<file path="src/rtl/io_pkg.sv">
// Shared types and default sizing for the processor I/O port controller.
package io_pkg;

   typedef enum logic [1:0] {
      IDLE  = 2'd0,
      RAISE = 2'd1,
      WAIT  = 2'd2
   } irq_state_t;

   localparam int DEF_W          = 16;
   localparam int DEF_DEPTH      = 4;
   localparam int DEF_IRQ_CYCLES = 2;

endpackage

</file>
<file path="src/rtl/io_in_fifo.sv">
// Inbound word FIFO with first-word fall-through head; head reads as 0 when empty.
module io_in_fifo #(
   parameter int W     = 16,
   parameter int DEPTH = 4
) (
   input  logic                       clk,
   input  logic                       rst,
   input  logic [W-1:0]               wr_data,
   input  logic                       wr_en,
   input  logic                       rd_en,
   output logic [W-1:0]               rd_data,
   output logic                       full,
   output logic                       empty,
   output logic [$clog2(DEPTH):0]     count
);

   localparam int AW = $clog2(DEPTH);

   logic [W-1:0]  mem [DEPTH];
   logic [AW-1:0] wr_ptr_reg;
   logic [AW-1:0] rd_ptr_reg;
   logic [AW:0]   count_reg;
   logic [AW:0]   count_next;
   logic          push;
   logic          pop;

   assign full  = (count_reg == (AW+1)'(DEPTH));
   assign empty = (count_reg == '0);
   assign push  = wr_en && !full;
   assign pop   = rd_en && !empty;

   // Storage holds no reset: stale entries are never visible past the empty mask.
   genvar gi;
   generate
      for (gi = 0; gi < DEPTH; gi++) begin : g_entry
         always_ff @(posedge clk) begin
            if (push && (wr_ptr_reg == AW'(gi)))
               mem[gi] <= wr_data;
         end
      end
   endgenerate

   always_comb begin
      count_next = count_reg;
      case ({push, pop})
         2'b10:   count_next = count_reg + 1'b1;
         2'b01:   count_next = count_reg - 1'b1;
         default: count_next = count_reg;
      endcase
   end

   always_ff @(posedge clk) begin
      if (rst) begin
         wr_ptr_reg <= '0;
         rd_ptr_reg <= '0;
         count_reg  <= '0;
      end else begin
         if (push)
            wr_ptr_reg <= wr_ptr_reg + 1'b1;
         if (pop)
            rd_ptr_reg <= rd_ptr_reg + 1'b1;
         count_reg <= count_next;
      end
   end

   assign rd_data = empty ? '0 : mem[rd_ptr_reg];
   assign count   = count_reg;

endmodule

</file>
<file path="src/rtl/io_port_controller.sv">
// Peripheral side of the processor I/O interface: inbound FIFO with interrupt
// request, and a one-entry outbound holding register with sticky overflow.
import io_pkg::*;

module io_port_controller #(
   parameter int W          = DEF_W,
   parameter int DEPTH      = DEF_DEPTH,
   parameter int IRQ_CYCLES = DEF_IRQ_CYCLES
) (
   input  logic                    clk,
   input  logic                    rst,
   input  logic [W-1:0]            dev_in_data,
   input  logic                    dev_in_valid,
   output logic                    dev_in_ready,
   output logic [W-1:0]            in_port,
   input  logic                    in_rd,
   output logic                    interrupt,
   input  logic [W-1:0]            out_port,
   input  logic                    out_wr,
   output logic [W-1:0]            dev_out_data,
   output logic                    dev_out_valid,
   input  logic                    dev_out_ready,
   output logic                    out_ovf,
   output logic [$clog2(DEPTH):0]  in_count
);

   localparam int CW = (IRQ_CYCLES > 1) ? $clog2(IRQ_CYCLES) : 1;

   logic       full;
   logic       empty;
   logic       pop;

   irq_state_t state_reg, state_next;
   logic [CW-1:0] cnt_reg, cnt_next;
   logic       srv_reg, srv_next;
   logic       irq_reg;

   logic [W-1:0] out_data_reg;
   logic         out_valid_reg;
   logic         ovf_reg;

   io_in_fifo #(
      .W     (W),
      .DEPTH (DEPTH)
   ) u_fifo (
      .clk     (clk),
      .rst     (rst),
      .wr_data (dev_in_data),
      .wr_en   (dev_in_valid),
      .rd_en   (in_rd),
      .rd_data (in_port),
      .full    (full),
      .empty   (empty),
      .count   (in_count)
   );

   assign dev_in_ready = !full;
   assign pop          = in_rd && !empty;

   // srv remembers a pop seen during RAISE so the request ends in IDLE, not WAIT.
   always_comb begin
      state_next = state_reg;
      cnt_next   = cnt_reg;
      srv_next   = srv_reg;
      case (state_reg)
         IDLE: begin
            if (!empty) begin
               state_next = RAISE;
               cnt_next   = '0;
               srv_next   = 1'b0;
            end
         end
         RAISE: begin
            srv_next = srv_reg || pop;
            if (cnt_reg == CW'(IRQ_CYCLES - 1))
               state_next = (srv_reg || pop) ? IDLE : WAIT;
            else
               cnt_next = cnt_reg + 1'b1;
         end
         WAIT: begin
            if (pop)
               state_next = IDLE;
         end
         default: state_next = IDLE;
      endcase
   end

   always_ff @(posedge clk) begin
      if (rst) begin
         state_reg <= IDLE;
         cnt_reg   <= '0;
         srv_reg   <= 1'b0;
         irq_reg   <= 1'b0;
      end else begin
         state_reg <= state_next;
         cnt_reg   <= cnt_next;
         srv_reg   <= srv_next;
         irq_reg   <= (state_reg == RAISE);
      end
   end

   assign interrupt = irq_reg;

   // A write is accepted whenever the slot is free or draining this cycle.
   always_ff @(posedge clk) begin
      if (rst) begin
         out_data_reg  <= '0;
         out_valid_reg <= 1'b0;
         ovf_reg       <= 1'b0;
      end else begin
         if (out_wr && (!out_valid_reg || dev_out_ready)) begin
            out_data_reg  <= out_port;
            out_valid_reg <= 1'b1;
         end else if (out_valid_reg && dev_out_ready) begin
            out_valid_reg <= 1'b0;
         end
         if (out_wr && out_valid_reg && !dev_out_ready)
            ovf_reg <= 1'b1;
      end
   end

   assign dev_out_data  = out_data_reg;
   assign dev_out_valid = out_valid_reg;
   assign out_ovf       = ovf_reg;

endmodule

</file>
<file path="config.mk">
export PLATFORM = sky130hd
export DESIGN_NAME = io_port_controller
export DESIGN_NICKNAME = d
export VERILOG_FILES = /design/src/rtl/io_pkg.sv /design/src/rtl/io_in_fifo.sv /design/src/rtl/io_port_controller.sv
export SDC_FILE = /design/constraint.sdc
export NUM_CORES = 1
export LEC_CHECK = 0
export BUFFER_PORTS_ARGS = -buffer_cell sky130_fd_sc_hd__buf_2
export CAP_MARGIN = 20
export CORE_AREA = 4 4 89 91
export DETAILED_ROUTE_END_ITERATION = 7
export DIE_AREA = 0 0 93 95
export PLACE_DENSITY_LB_ADDON = 0.2
export REMOVE_ABC_BUFFERS = 1
export SYNTH_ARGS = -nofsm -noshare
export SYNTH_HDL_FRONTEND = slang
export SYNTH_SLANG_ARGS = --single-unit
</file>
<file path="constraint.sdc">
create_clock -name clk -period 2.48 [get_ports clk]
set_clock_uncertainty 0.2 [all_clocks]
set_input_delay 0.372 -clock clk [delete_from_list [all_inputs] [get_ports clk]]
set_output_delay 0.372 -clock clk [all_outputs]
set_load 0.005 [all_outputs]
</file>
==> results.cfg <==
[synth]
syn_area_per_cell_um2 = 15.0
synth_seq_cells = 96
seq_area_frac_synth_pct = 68.0
synth_cell_types = 33
synth_compound_area_share_pct = 6.57
syn-instance-count = 251
synth_ff_type = edfxtp_1
synthXorXnorAreaFrac_pct = 0.929
ys_top_cells_by_count = edfxtp_1 (64), dfxtp_1 (32), a21oi_1 (21)
synth_fa_ha_area_share_pct = 2.19
yosysTopAreaCell = edfxtp_1
synth.most_common_cell = edfxtp_1
synth-async-reset-ratio_pct = 0
synth_top_family_by_area = multiplexers
synth_enable_flop_cells = 64
synth.top_cells.by_area = edfxtp_1 (51%), dfxtp_1 (17%), mux4_2 (6.0%)
yosys_warnings = 0
yosys.area_share.simple_pct = 8.26
synthMuxAreaShare_pct = 11.0
synth_area_mm2 = 0.00377
synth.top_cell.area_share_pct = 51.0

[sta]
finalSetupTns_ps = 0
max_slew_margin_pct = 60.2
hold_ws_ps = 35.2
layout_min_cycle_time_ps = 2340
slew_violations = 0
finalCritPeriodShare_pct = 94.3
rsz0062_at_grt = false
setup_viol = 0
fmax_mhz = 428
hold_viol = 0
worst_slack_ps = 142
tightest_slew_ps = 596

[detailed_routing]
drt_iter0_markers = 98
wl_per_cell_um = 15.5
vias = 2242
wl_um = 6760
ant_nets = 0
viasPerCell = 5.15
dr.pass1.iters = 4
drc = 0

[critical_path]
end_kind = output port
r2r_slack_ps = 280
cp-endpoint = in_port[1]
reg2reg_from = u_fifo.count[1]
required_ps = 1910
start_kind = register
arrival_ps = 1770
reg2reg_depth = 7
worstReg2RegEnd = u_fifo.count[2]
cp_max_fo = 16
crit_type = register to output port

[final_layout]
fillers = 585
final_nets = 375
largest_register_ffs = 64
drive_gt1_share_pct = 33.3
fin_cells = 435
fin_area_mm2 = 0.00446
final_core_util_pct = 62.5
diodes = 0
area_growth_syn_to_layout_pct = 18.3

[placement]
port_buffers = 76
dpl.hpwl_um = 4430
dp.cells = 419
place_area_mm2 = 0.00426
gp_congestion = 0.700
dp_slack_ps = 304

[cts]
clkTransAtPathRegs_ps = 90
cts.sinks = 96
clock_latency_ps = 350
htreeDepth = 3
clockRootBuffer = clkbuf_8
cts_setup_buffers = 0
numCtsBuffers = 9
cts_tree = built
cts_buffer_depth = 2

[power]
ir_worst_vdd_uv = 512
totalPowerFinal_mw = 4.03
power_density_mw_per_mm2 = 905
leakagePower_nw = 1.71

[global_routing]
grt_overflow_total = 0
antenna_found_initial = 0
grt_pass1_wl_um = 10800
track_usage_pct = 16.3
grt_max_degree = 34
grt_pass1_vias = 2184

[floorplanning]
fp-row-count = 31
coreArea_mm2 = 0.00714
die_w_um = 93
die_area_mm2 = 0.00884
start_util_pct = 52.8
chipHeight_um = 95
io_pins = 77

[status]
status = finished, final reports clean

[run]
drv_cap = 0

[worst_hold_path]
hold_start = dev_in_data[6]
hp-class = input pin to register
-- layout make-up --
type	instances	area (µm²)	area share (%)
repair buffers	84	453	10.2
flip-flops and latches	96	2560	57.5
clock inverters	7	70.1	1.57
clock buffers	9	124	2.78
multi-input cells	132	1100	24.6
well taps	99	124	2.78
inverters	8	30.0	0.673
-- metal layers --
metal,GRT usage [%],share of wire [%],up-vias
met4,6.84,1.5,0
met5,0,0,-
met2,26.6,51,40
met1,20.9,43,1093
met3,4.30,4.4,9
li1,-,-,1100
-- how the worst min path moves through the flow --
stage	endpoint	slack, ps	depth (start not counted)
6_report	u_fifo.mem[0][6]	40	1
5_1_grt	u_fifo.mem[3][13]	10	1
4_1_cts	u_fifo.mem[0][8]	20	1
3_5_place_dp	out_ovf	250	2
3_3_place_gp	out_ovf	250	2
2_1_floorplan	dev_out_data[0]	240	1
-- placed cells by master, fill, tap and decap left out --
cell,count
or3_1,1
fa_1,1
clkbuf_8,9
and2_1,20
a311oi_1,2
mux4_2,10
nand2b_1,3
nand3_1,16
inv_1,8
mux2i_1,2
a31oi_1,1
nor3b_1,2
o21ai_0,17
a2111oi_0,1
o31a_1,1
nor3_1,1
buf_12,1
a21oi_1,21
inv_4,2
ha_1,5
nand2_1,2
dfxtp_1,32
clkinv_4,2
nor2b_1,1
xnor2_1,1
xor2_1,3
or3_4,1
edfxtp_1,64
mux2_2,1
clkinv_2,2
nor2_1,11
mux4_1,6
o311ai_0,1
buf_4,7
a21boi_1,1
buf_2,76
bufinv_16,1
-- worst max-delay path, stage by stage (launching register included) --
cell     delay [ps]
dfxtp_1         360
buf_12          180
mux4_1          580
and2_1          170
buf_2           120
-- report_power, final --
part	leakage (nW)	internal [mW]	switching, mW
registers	0.850	1.90	0.0924
clock network	0.104	0.467	0.518
logic	0.751	0.557	0.500
total	1.71	2.92	1.11
-- kinds of logic after synthesis --
kind of cell / Yosys count
compound gates: 45
xor+xnor: 4
fa+ha+maj: 6
buf+inv: 23
flops: 96
mux: 19
simple gates: 58
-- timing repair --
| item | 4_1_cts | 5_1_grt |
|---|---|---|
| gates resized for setup | 0 | 1 |
| setup endpoints to repair | 0 | 12 |
| hold buffers | 0 | 0 |
No activity file was read; power rests on OpenSTA's default activity.
